`config.mk`:
```
export PLATFORM = sky130hd
export DESIGN_NAME = hs4_rx_bridge_flat
export DESIGN_NICKNAME = d
export VERILOG_FILES = /design/src/rtl/hs4_rx_bridge_if.sv /design/src/rtl/hs4_rx_bridge.sv /design/src/flat_wrapper.sv
export SDC_FILE = /design/constraint.sdc
export NUM_CORES = 1
export LEC_CHECK = 0
export CORE_MARGIN = 2
export CORE_UTILIZATION = 54
export DETAILED_ROUTE_END_ITERATION = 8
export PLACE_DENSITY = 0.78
export SETUP_SLACK_MARGIN = 0.3
export SLEW_MARGIN = 20
export SYNTH_ARGS = -nofsm -noshare
export SYNTH_HDL_FRONTEND = slang
export SYNTH_SLANG_ARGS = --single-unit
```
`constraint.sdc`:
```
create_clock -name clk -period 3 [get_ports clk]
set_input_delay 0.6 -clock clk [delete_from_list [all_inputs] [get_ports clk]]
set_output_delay 0.6 -clock clk [all_outputs]
set_load 0.1 [all_outputs]
```
`src/rtl/hs4_rx_bridge_if.sv`:
```
// Port bundle for hs4_rx_bridge: four-phase receive side plus valid/ready drain side.
// The bridge uses the slave modport. The environment that drives the bridge uses master.
interface hs4_rx_bridge_if #(
    parameter int WIDTH = 8,
    parameter int DEPTH = 4
);
    localparam int CW = $clog2(DEPTH) + 1;

    logic             req_in;
    logic [WIDTH-1:0] data_in;
    logic             ack_out;
    logic             out_valid;
    logic [WIDTH-1:0] out_data;
    logic             out_ready;
    logic [CW-1:0]    count;
    logic             proto_err;

    modport slave (
        input  req_in, data_in, out_ready,
        output ack_out, out_valid, out_data, count, proto_err
    );

    modport master (
        output req_in, data_in, out_ready,
        input  ack_out, out_valid, out_data, count, proto_err
    );
endinterface

```
`src/rtl/hs4_rx_bridge.sv`:
```
// Clocked receiver for a four-phase bundled-data channel driven from prsim.
// Tokens are synchronized, acknowledged, queued in a FIFO and drained over valid/ready.
module hs4_rx_bridge #(
    parameter int WIDTH       = 8,
    parameter int DEPTH       = 4,
    parameter int SYNC_STAGES = 2
) (
    input  logic            clk,
    input  logic            rst_n,
    hs4_rx_bridge_if.slave  bus
);
    localparam int AW = $clog2(DEPTH);
    localparam int CW = AW + 1;

    typedef enum logic {
        IDLE = 1'b0,
        HOLD = 1'b1
    } state_t;

    state_t                 state_q, state_d;
    logic [SYNC_STAGES-1:0] sync_q, sync_d;
    logic                   req_p_q, req_p_d;
    logic                   ack_q, ack_d;
    logic [AW:0]            wr_ptr_q, wr_ptr_d;
    logic [AW:0]            rd_ptr_q, rd_ptr_d;
    logic [CW-1:0]          count_q, count_d;
    logic                   out_valid_q, out_valid_d;
    logic                   proto_err_q, proto_err_d;
    logic [WIDTH-1:0]       mem [DEPTH];

    logic req_s;
    logic full;
    logic push;
    logic pop;

    // Only the last synchronizer stage may feed logic; data_in relies on the
    // synchronizer delay for its bundling margin and is never synchronized.
    assign req_s = sync_q[SYNC_STAGES-1];
    assign full  = (wr_ptr_q[AW] != rd_ptr_q[AW]) &&
                   (wr_ptr_q[AW-1:0] == rd_ptr_q[AW-1:0]);
    assign pop   = out_valid_q && bus.out_ready;

    // NOTE: every signal assigned in always_comb gets a default first, so no path leaves it unassigned and no latch is inferred.
    always_comb begin
        sync_d      = {sync_q[SYNC_STAGES-2:0], bus.req_in};
        req_p_d     = req_s;
        state_d     = state_q;
        ack_d       = ack_q;
        proto_err_d = proto_err_q;
        push        = 1'b0;

        unique case (state_q)
            IDLE: begin
                if (req_s && !full) begin
                    push    = 1'b1;
                    ack_d   = 1'b1;
                    state_d = HOLD;
                end else if (req_p_q && !req_s) begin
                    proto_err_d = 1'b1;
                end
            end
            HOLD: begin
                if (!req_s) begin
                    ack_d   = 1'b0;
                    state_d = IDLE;
                end else if (!req_p_q) begin
                    proto_err_d = 1'b1;
                end
            end
            default: state_d = IDLE;
        endcase
    end

    always_comb begin
        wr_ptr_d = push ? wr_ptr_q + (AW+1)'(1) : wr_ptr_q;
        rd_ptr_d = pop  ? rd_ptr_q + (AW+1)'(1) : rd_ptr_q;
        count_d  = count_q;
        unique case ({push, pop})
            2'b10:   count_d = count_q + CW'(1);
            2'b01:   count_d = count_q - CW'(1);
            default: count_d = count_q;
        endcase
        out_valid_d = (count_d != '0);
    end

    // NOTE: sequential state is written with non-blocking assignments so every flop samples pre-edge values.
    always_ff @(posedge clk or negedge rst_n) begin
        if (!rst_n) begin
            state_q     <= IDLE;
            sync_q      <= '0;
            req_p_q     <= 1'b0;
            ack_q       <= 1'b0;
            wr_ptr_q    <= '0;
            rd_ptr_q    <= '0;
            count_q     <= '0;
            out_valid_q <= 1'b0;
            proto_err_q <= 1'b0;
        end else begin
            state_q     <= state_d;
            sync_q      <= sync_d;
            req_p_q     <= req_p_d;
            ack_q       <= ack_d;
            wr_ptr_q    <= wr_ptr_d;
            rd_ptr_q    <= rd_ptr_d;
            count_q     <= count_d;
            out_valid_q <= out_valid_d;
            proto_err_q <= proto_err_d;
        end
    end

    // NOTE: storage has no reset; pointers and count define which entries are live, so clearing the array buys nothing.
    always_ff @(posedge clk) begin
        if (push) begin
            mem[wr_ptr_q[AW-1:0]] <= bus.data_in;
        end
    end

    assign bus.ack_out   = ack_q;
    assign bus.out_valid = out_valid_q;
    assign bus.out_data  = out_valid_q ? mem[rd_ptr_q[AW-1:0]] : '0;
    assign bus.count     = count_q;
    assign bus.proto_err = proto_err_q;

    // In HOLD req_s has been high since capture, so a fresh rise here means the sender broke the handshake.
    a_no_rerise_in_hold: assert property (
        @(posedge clk) disable iff (!rst_n)
        !(state_q == HOLD && req_s && !req_p_q)
    );
endmodule

```
`src/flat_wrapper.sv`:
```
// flat-port wrapper written by rule: the top's interface ports become plain ports
module hs4_rx_bridge_flat 
#(
    parameter int WIDTH       = 8,
    parameter int DEPTH       = 4,
    parameter int SYNC_STAGES = 2
)
  (clk, rst_n, bus_req_in, bus_data_in, bus_out_ready, bus_ack_out, bus_out_valid, bus_out_data, bus_count, bus_proto_err);
  hs4_rx_bridge_if #(.WIDTH(WIDTH), .DEPTH(DEPTH)) bus_i ();
  input  logic clk;
  input  logic rst_n;
  input wire logic [$bits(bus_i.req_in)-1:0] bus_req_in;
  input wire logic [$bits(bus_i.data_in)-1:0] bus_data_in;
  input wire logic [$bits(bus_i.out_ready)-1:0] bus_out_ready;
  output wire logic [$bits(bus_i.ack_out)-1:0] bus_ack_out;
  output wire logic [$bits(bus_i.out_valid)-1:0] bus_out_valid;
  output wire logic [$bits(bus_i.out_data)-1:0] bus_out_data;
  output wire logic [$bits(bus_i.count)-1:0] bus_count;
  output wire logic [$bits(bus_i.proto_err)-1:0] bus_proto_err;
  assign bus_i.req_in = bus_req_in;
  assign bus_i.data_in = bus_data_in;
  assign bus_i.out_ready = bus_out_ready;
  assign bus_ack_out = bus_i.ack_out;
  assign bus_out_valid = bus_i.out_valid;
  assign bus_out_data = bus_i.out_data;
  assign bus_count = bus_i.count;
  assign bus_proto_err = bus_i.proto_err;
  hs4_rx_bridge #(.WIDTH(WIDTH), .DEPTH(DEPTH), .SYNC_STAGES(SYNC_STAGES)) u_core (.clk(clk), .rst_n(rst_n), .bus(bus_i));
endmodule
```
==> results_dict.tcl, run 1 <==
set metrics [dict create \
    slew_headroom 0.5244 \
    h-tree-depth 2 \
    timing.rr.start "u_core.wr_ptr_q[0]$_DFFE_PN0P_" \
    area_delta_synth_final_pct 19.96 \
    hold_ws_ns 0.3655 \
    cts_tree "built" \
    drt_pass1_iterations 4 \
    die_w_um 65.70 \
    worstPathMaxFanout 3 \
    clock_latency_ns 0.30 \
    dp_slack_ns 0.05048 \
    setup_tns_ns 0 \
    core-area_um2 3661 \
    clock-sinks 48 \
    clock-root-buffer "clkbuf_8" \
    syn_area_um2 2056 \
    yosysTopAreaCell "edfxtp_1" \
    wl_mm 3.257 \
    hold_violations 0 \
    port_buffers 25 \
    grt_pass1_wl_mm 5.388 \
    hold-path-endpoint "u_core.sync_q[1]$_DFF_PN0_" \
    min_path_cells 0 \
    std_cell_rows 22 \
    fmax_mhz 384.5 \
    synth_warnings 0 \
    yosysUniqueCellTypes 31 \
    period_minus_slack_ns 2.601 \
    cts_buffers 5 \
    initial_core_util 0.5615 \
    finalClockSkew_ns 0.008885 \
    synth_edf_count 32 \
    synth-seq-cells 48 \
    hold_start "u_core.sync_q[0]$_DFF_PN0_" \
    diodes 0 \
    final_util 0.6736 \
    r2r_slack_ns 0.42 \
    fin_nets 171 \
    criticalPathCategory "in2reg" \
    gr-usage-all-layers 0.1788 \
    maxCapViolations 0 \
    antenna_found_initial 0 \
    max_stage_delay_ns 0.52 \
    setup_slack_ns 0.3993 \
    synth_cells 118 \
    clk_pin_slew_ns 0.08 \
    async_reset_ff_frac 0.3333 \
    synth_most_common_cell "edfxtp_1" \
    arrival_ns 2.78 \
    dp.final_hpwl_mm 2.323 \
    synthTopCellsByCount "edfxtp_1 (32), dfrtp_1 (16), inv_1 (12)" \
    reg2reg_depth 9 \
    grt_overflow_total 0 \
    setup_viol 0 \
    cts_buffer_depth 2 \
    cts_hold_buf 0 \
    avgSynthCellArea_um2 17.42 \
    grt_max_degree 17 \
    synth_area_leaders "edfxtp_1 (47%), dfrtp_1 (19%), mux4_1 (10%)" \
    yosysTopAreaCellShare 0.4674 \
    cp_common_cell "inv_1" \
    tightest_slew_ns 0.7112 \
    endpoint_kind "flip-flop" \
    grt_pass1_vias 1091 \
    min-delay-path-class "reg2reg" \
    crit_path_start_kind "primary input" \
    outcome "finished clean" \
    yosys_most_used_dff "edfxtp_1" \
    yosysSeqAreaShare 0.6622 \
    drtAntennaViolNets 0 \
    dr_total_vias 1079 \
    dr.first_iter.drc_count 55 \
    rsz0062_at_grt "no" \
    worstPathRequired_ns 3.17 \
    crit_slowest_cell "clkdlybuf4s50_1" \
    path_cells "clkdlybuf4s50_1 -> nand2_2 -> inv_1 -> ha_1 -> inv_1 -> fa_1 -> xnor2_1 -> and3_1 -> or4_1" \
    drive_above_1_share 0.2353 \
    wl_per_cell_um 16.20 \
    io_pins 26 \
    globalplace.congestion 0.7305 \
    drc_errors 0 \
    crit_family "simple AND/OR/NAND/NOR gates" \
    rr_endpoint "u_core.bus.out_valid$_DFF_PN0_" \
    crit_buf_inv 3 \
    slew_violations 0 \
    syn_nets 137 \
    die_h_um 65.70 \
    fin_crit_sh 0.8669 \
    dieArea_um2 4316 \
    vias_per_cell 5.368 \
]
per-layer routing:
| layer | GRT usage | part of all wire | vias to the layer above |
|---|---|---|---|
| met5 | 0 | 0 | - |
| met4 | 0.06250 | 0.015 | 0 |
| met3 | 0.04795 | 0.045 | 9 |
| met2 | 0.3131 | 0.55 | 26 |
| met1 | 0.2117 | 0.39 | 540 |
| li1 | - | - | 504 |
cells in the final DEF, fill, tap and decap left out, types with 2 or more instances in the layout:
cell	Yosys	routed
clkdlybuf4s50_1	0	11
dfrtp_1	16	14
inv_1	12	12
clkbuf_8	0	5
xnor2_1	5	4
nand2b_1	2	2
mux4_1	8	8
dfrtp_2	0	2
edfxtp_1	32	32
and2_1	11	11
a21oi_1	2	2
ha_1	6	6
buf_4	0	18
registers in the layout, indices dropped and copies added (netlist names):
name	count
u_core.bus.ack_out	1
u_core.bus.count	3
u_core.bus.out_valid	1
u_core.bus.proto_err	1
u_core.mem	32
u_core.rd_ptr_q	3
u_core.req_p_q	1
u_core.state_q	1
u_core.sync_q	2
u_core.wr_ptr_q	3
what timing repair did:
item                       in CTS  in global routing
buffers inserted                0                  1
cloned                          0                  0
setup endpoints to repair       1                  1
pin swaps                       1                  1
gates resized for setup         1                  5
layout make-up:
cell class | instances | area (um2)
clock buffers | 6 | 72.57
clock inverters | 2 | 11.26
flip-flops and latches | 48 | 1364
inverters | 12 | 45.04
fillers | 267 | 1195
multi-input cells | 56 | 668.1
repair buffers | 29 | 245.2
well taps | 48 | 60.06
worst register-to-register path, cell delays in order (launching register included):
cell and delay [ns]:
dfrtp_1 0.47, xnor2_2 0.28, a31oi_4 0.16, inv_1 0.09, ha_1 0.17, inv_1 0.06
fa_1 0.40, xnor2_1 0.14, and3_1 0.20, or4_1 0.50
through the flow:
step,std cells,instance area (um2)
finish,201,2466
global placement,192,2332
global route,201,2466
detailed placement,192,2332
CTS,200,2424
floorplan,118,2057
cell families after synthesis:
kind of cell             count (synthesis)  synth area share
buffers and inverters                   14           0.03286
multiplexers                            11            0.1199
flip-flops                              48            0.6622
XOR/XNOR                                 8           0.04139
adder cells (fa/ha/maj)                  7           0.04626
AO/OA/AOI/OAI                            8           0.03286
AND/OR/NAND/NOR                         22           0.06452
worst max-delay path by stage:
stage	slack (ns)	end	startpoint	depth (start not counted)
floorplan	0.46	u_core.bus.out_valid$_DFF_PN0_	u_core.bus.out_valid$_DFF_PN0_	8
CTS	0.33	u_core.bus.out_valid$_DFF_PN0_	u_core.wr_ptr_q[1]$_DFFE_PN0P_	9
global placement	0.12	u_core.bus.out_valid$_DFF_PN0_	bus_out_ready	9
global route	0.28	u_core.bus.out_valid$_DFF_PN0_	u_core.wr_ptr_q[0]$_DFFE_PN0P_	9
detailed placement	0.05	u_core.bus.out_valid$_DFF_PN0_	bus_out_ready	9
finish	0.40	u_core.bus.out_valid$_DFF_PN0_	bus_out_ready	9
Power of run 1 is not shown: default switching activity piles up to over one toggle a cycle in this logic, so the estimate is an artifact.
==> run 2, diff against run 1 <==
--- a/config.mk
+++ b/config.mk
@@ -6,9 +6,8 @@
 export NUM_CORES = 1
 export LEC_CHECK = 0
 export CORE_MARGIN = 2
-export CORE_UTILIZATION = 54
+export CORE_UTILIZATION = 30
 export DETAILED_ROUTE_END_ITERATION = 8
-export PLACE_DENSITY = 0.78
 export SETUP_SLACK_MARGIN = 0.3
 export SLEW_MARGIN = 20
 export SYNTH_ARGS = -nofsm -noshare
==> run 2 against run 1 <==
Routed wire length up 8.8%. Flip-flop and latch count unchanged. Sequential share of layout area down 1.9 points. Count of clock-buffer cells in the layout unchanged. Critical path depth unchanged. Register-to-register slack better by 0.05 ns. First-iteration DRC count down 22%.
==> results_dict.tcl, run 2 (synthesis gave the netlist of run 1 again) <==
set metrics [dict create \
    outcome "finished clean" \
    tightest_slew_ns 1.021 \
    fmax_mhz 382.9 \
    drt_pass1_iterations 4 \
    setup_viol 0 \
    port_buffers 25 \
    largest_register_ffs 32 \
    dr.first_iter.drc_count 43 \
    dp_cells 224 \
    setup_tns_ns 0 \
    timing.rr.start "u_core.wr_ptr_q[0]$_DFFE_PN0P_" \
    std_cell_rows 30 \
    endpoint_kind "flip-flop" \
    worstSetupStartpoint "bus_out_ready" \
    worstPathRequired_ns 3.17 \
    clk_pin_slew_ns 0.08 \
    reg2reg_depth 9 \
    criticalPathCategory "in2reg" \
    rsz0062_at_grt "no" \
    hold_violations 0 \
    cts_buffers 5 \
    drive_above_1_share 0.2549 \
    area_delta_synth_final_pct 24.28 \
    layout_common_cells "edfxtp_1 (32), buf_4 (18), dfrtp_1 (14), inv_1 (12)" \
    gr-usage-all-layers 0.1004 \
    antenna_found_initial 0 \
    wl_per_cell_um 15.20 \
    final_common_cell "edfxtp_1" \
    grt_overflow_total 0 \
    period_minus_slack_ns 2.612 \
    fin_cells 233 \
    arrival_ns 2.78 \
    diodes 0 \
    routed.top_layer "met4" \
    cts_buffer_depth 2 \
    drtAntennaViolNets 0 \
    wl_mm 3.542 \
    h-tree-depth 2 \
    maxCapViolations 0 \
    cts_tree "built" \
    grt_pass1_vias 1160 \
    globalplace.congestion 0.7535 \
    die_w_um 86.78 \
    drc_errors 0 \
    grt_pass1_wl_mm 5.568 \
    dp_slack_ns 0.02752 \
    fin_nets 171 \
    die_h_um 86.78 \
    vias_per_cell 4.567 \
    slew_violations 0 \
    worstPathMaxFanout 3 \
    crit_path_start_kind "primary input" \
    hold-path-endpoint "u_core.sync_q[1]$_DFF_PN0_" \
    hold_start "u_core.sync_q[0]$_DFF_PN0_" \
    wl_met2_mm 1.804 \
    r2r_slack_ns 0.47 \
    slew_headroom 0.3194 \
    m1WireLength_mm 1.516 \
    clock_latency_ns 0.29 \
    clock-sinks 48 \
    wl_met3_um 147 \
    grt_max_degree 17 \
    initial_core_util 0.3060 \
    rr_endpoint "u_core.bus.out_valid$_DFF_PN0_" \
    core-area_um2 6719 \
    dp.final_hpwl_mm 2.488 \
    finalClockSkew_ns 0.006307 \
    min-delay-path-class "reg2reg" \
    fin_crit_sh 0.8706 \
    dr_total_vias 1064 \
    dieArea_um2 7531 \
    clock-root-buffer "clkbuf_8" \
    min_path_cells 0 \
    io_pins 26 \
    setup_slack_ns 0.3882 \
]
## run 2: final cells by class
class / instances / area (um2)
Clock buffer: 6 / 72.57
Clock inverter: 2 / 60.06
Fill cell: 625 / 4164
Inverter: 12 / 45.04
Multi-Input combinational cell: 56 / 668.1
Sequential cell: 48 / 1364
Tap cell: 80 / 100.1
Timing Repair Buffer: 29 / 245.2
## run 2: how the worst max path moves through the flow
stage | slack [ns] | cells after the start | endpoint
after detailed placement | 0.03 | 9 | u_core.bus.out_valid$_DFF_PN0_
final | 0.39 | 9 | u_core.bus.out_valid$_DFF_PN0_
after floorplan | 0.46 | 8 | u_core.bus.out_valid$_DFF_PN0_
after global placement | 0.17 | 9 | u_core.bus.out_valid$_DFF_PN0_
after global routing | 0.29 | 9 | u_core.bus.out_valid$_DFF_PN0_
after CTS | 0.32 | 9 | u_core.bus.out_valid$_DFF_PN0_
## run 2: critical path: stages
cell and delay, ns:
clkdlybuf4s50_1 0.48, nand2_1 0.11, inv_1 0.13, ha_4 0.17
inv_1 0.07, fa_2 0.39, xnor2_2 0.15, and3_1 0.19
or4_1 0.49
## run 2: timing repair
item                                   CTS  global route
hold buffers                             0             0
setup endpoints to repair                0             1
endpoints found under the hold margin    0             0
buffers inserted                         0             1
resized for setup                        0             7
## run 2: routing by layer
metal  up-vias  global-route usage
met3         9             0.03048
met4         0             0.02983
met2        29              0.1728
li1        501                   -
met1       525              0.1209
met5         -                   0
## run 2: stage by stage
step | instance area, um2 | hold slack (ns) | utilization
2_1_floorplan | 2057 | 0.3044 | -
3_3_place_gp | 2372 | 0.3388 | 0.3531
3_5_place_dp | 2372 | 0.3388 | 0.3531
4_1_cts | 2505 | 0.3618 | 0.3728
5_1_grt | 2555 | 0.3723 | 0.3803
6_report | 2555 | 0.3597 | 0.3803
Power of run 2 is left out for the same reason.
==> RTL change, RTL diff (flow settings as in run 2) <==
`WIDTH` is set to 8 in 3 places; all go to 12.
--- a/src/rtl/hs4_rx_bridge_if.sv
+++ b/src/rtl/hs4_rx_bridge_if.sv
@@ -3,3 +3,3 @@
 interface hs4_rx_bridge_if #(
-    parameter int WIDTH = 8,
+    parameter int WIDTH = 12,
     parameter int DEPTH = 4
--- a/src/rtl/hs4_rx_bridge.sv
+++ b/src/rtl/hs4_rx_bridge.sv
@@ -3,3 +3,3 @@
 module hs4_rx_bridge #(
-    parameter int WIDTH       = 8,
+    parameter int WIDTH       = 12,
     parameter int DEPTH       = 4,
--- a/src/flat_wrapper.sv
+++ b/src/flat_wrapper.sv
@@ -3,3 +3,3 @@
 #(
-    parameter int WIDTH       = 8,
+    parameter int WIDTH       = 12,
     parameter int DEPTH       = 4,
Interface: changed (resized bus_data_in and bus_out_data); port bits go from 26 to 34. No check against the original RTL was run, so the function may have changed too.
==> RTL change against run 2 <==
- routed wire length increased by 30%
- fmax increased by 2.3%
- non-clock buffer count increased by 8
- area after synthesis increased by 27%
- setup slack improved by 0.060 ns
- sequential cell count increased by 16
- utilization increased by 2.5 points
- final area increased by 32%
- sequential share of layout area increased by 1.4 points
- critical path type is now reg2out
- largest cell class unchanged
Power is left out: the tool's default activity adds up to more than one toggle a clock period on the data nets, which glitch-free logic cannot reach.
==> RTL change: results (changes against run 2) <==
{| class="wikitable"
! Metric !! Value
|-
| Max incr delay on CP || 0.54 ns (was 0.49 ns)
|-
| Share of the yosys chip area belonging to registers || 0.707 (was 0.662)
|-
| Global-route wire length before repair || 7.32 mm (was 5.57 mm)
|-
| Post-synth ARST share || 0.250 (was 0.333)
|-
| Arithmetic-cell share of the synthesized area counting full adders, half adders and majority gates || 0.0365 (was 0.0463)
|-
| Syn nets || 162 (was 137)
|-
| Clock Skews || 0.00872 ns (was 0.00631 ns)
|-
| Headroom to the max-slew limit || 0.520 (was 0.319)
|-
| Worst-skew pair later-pin latency || 0.34 ns (was 0.29 ns)
|-
| Average vias per placed instance || 4.57 (about the same)
|-
| Most common library cells after synthesis || sky130_fd_sc_hd__edfxtp_1 (48), sky130_fd_sc_hd__dfrtp_1 (16), sky130_fd_sc_hd__and2_1 (15) (was sky130_fd_sc_hd__edfxtp_1 (32), sky130_fd_sc_hd__dfrtp_1 (16), sky130_fd_sc_hd__inv_1 (12))
|-
| Compound-Gate Fraction of Synth Area || 0.0298 (was 0.0329)
|-
| Number of input and output port buffers inserted || 33 (was 25)
|-
| Total clock buffers created by CTS || 9 (was 5)
|-
| Initial DRC Count || 64 (was 43)
|-
| Fraction of final layout cells with drive strength greater than 1 || 0.287 (was 0.255)
|-
| Routed length per placed instance || 15.7 um (was 15.2 um)
|-
| Cell types occupying the most area after synthesis || sky130_fd_sc_hd__edfxtp_1 (55%), sky130_fd_sc_hd__dfrtp_1 (15%), sky130_fd_sc_hd__mux4_2 (10%), sky130_fd_sc_hd__and2_1 (3.6%), sky130_fd_sc_hd__ha_1 (2.9%) (was sky130_fd_sc_hd__edfxtp_1 (47%), sky130_fd_sc_hd__dfrtp_1 (19%), sky130_fd_sc_hd__mux4_1 (10%), sky130_fd_sc_hd__ha_1 (3.7%), sky130_fd_sc_hd__and2_1 (3.3%))
|-
| Xor-xnor portion of the synthesized cell area || 0.0327 (was 0.0414)
|-
| Total GRT Usage || 0.104 (was 0.100)
|-
| H-tree level count || 3 (was 2)
|-
| Crit path max fanout || 14 (was 3)
|-
| Count of warnings emitted by yosys || 0 (unchanged)
|-
| Distinct cell type count of the synthesized netlist || 28 (was 31)
|-
| Outcome || completed (unchanged)
|-
| Vias in the first global route || 1412 (was 1160)
|-
| Data arrival at the endpoint of the critical path || 1.95 ns (was 2.78 ns)
|}
==> RTL change: cell families (layout without fill, tap and decap cells) <==
| logic type | count (synthesis) | count (layout) |
|---|---|---|
| fa+ha+maj | 7 | 7 |
| compound gates | 8 | 8 |
| mux | 15 | 15 |
| flops | 64 | 64 |
| buf+inv | 10 | 59 |
| simple gates | 27 | 27 |
| xor+xnor | 8 | 8 |
==> RTL change: area by class of cell <==
class,count,area [um^2]
Clock buffer,9,124
Multi-Input combinational cell,65,717
Clock inverter,7,62.6
Timing Repair Buffer,37,465
Fill cell,748,4930
Inverter,6,22.5
Sequential cell,64,1840
Tap cell,105,131
==> RTL change: metal layers <==
| metal | part of all wire | global-route usage | vias up |
|---|---|---|---|
| met5 | 0 | 0 | - |
| met4 | 0.0059 | 0.0260 | 0 |
| met3 | 0.069 | 0.0504 | 3 |
| met2 | 0.48 | 0.174 | 46 |
| met1 | 0.44 | 0.119 | 676 |
| li1 | - | - | 613 |
==> RTL change: through the flow <==
step	setup slack (ns)	std cells	utilization	instance area (um^2)	hold slack [ns]
4_1_cts	0.389	293	0.405	3360	0.358
3_3_place_gp	0.553	277	0.383	3180	0.334
2_1_floorplan	0.414	139	-	2610	0.304
3_5_place_dp	0.503	277	0.383	3180	0.339
5_1_grt	0.320	293	0.405	3360	0.369
6_report	0.448	293	0.405	3360	0.355
==> RTL change: worst paths after layout <==
path / from / endpoint / slack, ns / cells past startpoint
worst max register to register: u_core.wr_ptr_q[0]$_DFFE_PN0P_ / u_core.bus.out_valid$_DFF_PN0_ / 0.54 / 8
max in group asynchronous: rst_n / u_core.bus.out_valid$_DFF_PN0_ / 1.85 / 1
worst min register to register: u_core.sync_q[0]$_DFF_PN0_ / u_core.sync_q[1]$_DFF_PN0_ / 0.36 / 0
worst min-delay path: u_core.sync_q[0]$_DFF_PN0_ / u_core.sync_q[1]$_DFF_PN0_ / 0.36 / 0
worst max-delay path: u_core.rd_ptr_q[0]$_DFFE_PN0P_ / bus_out_data[0] / 0.45 / 4
min in group asynchronous: rst_n / u_core.wr_ptr_q[2]$_DFFE_PN0P_ / 0.69 / 1
==> RTL change: critical path, delay by kind of cell (launching register included) <==
| kind | cells | cell delay (ns) |
|---|---|---|
| buffers and inverters | 2 | 0.48 |
| DFF | 1 | 0.38 |
| muxes | 1 | 0.54 |
| and+or+nand+nor | 1 | 0.21 |
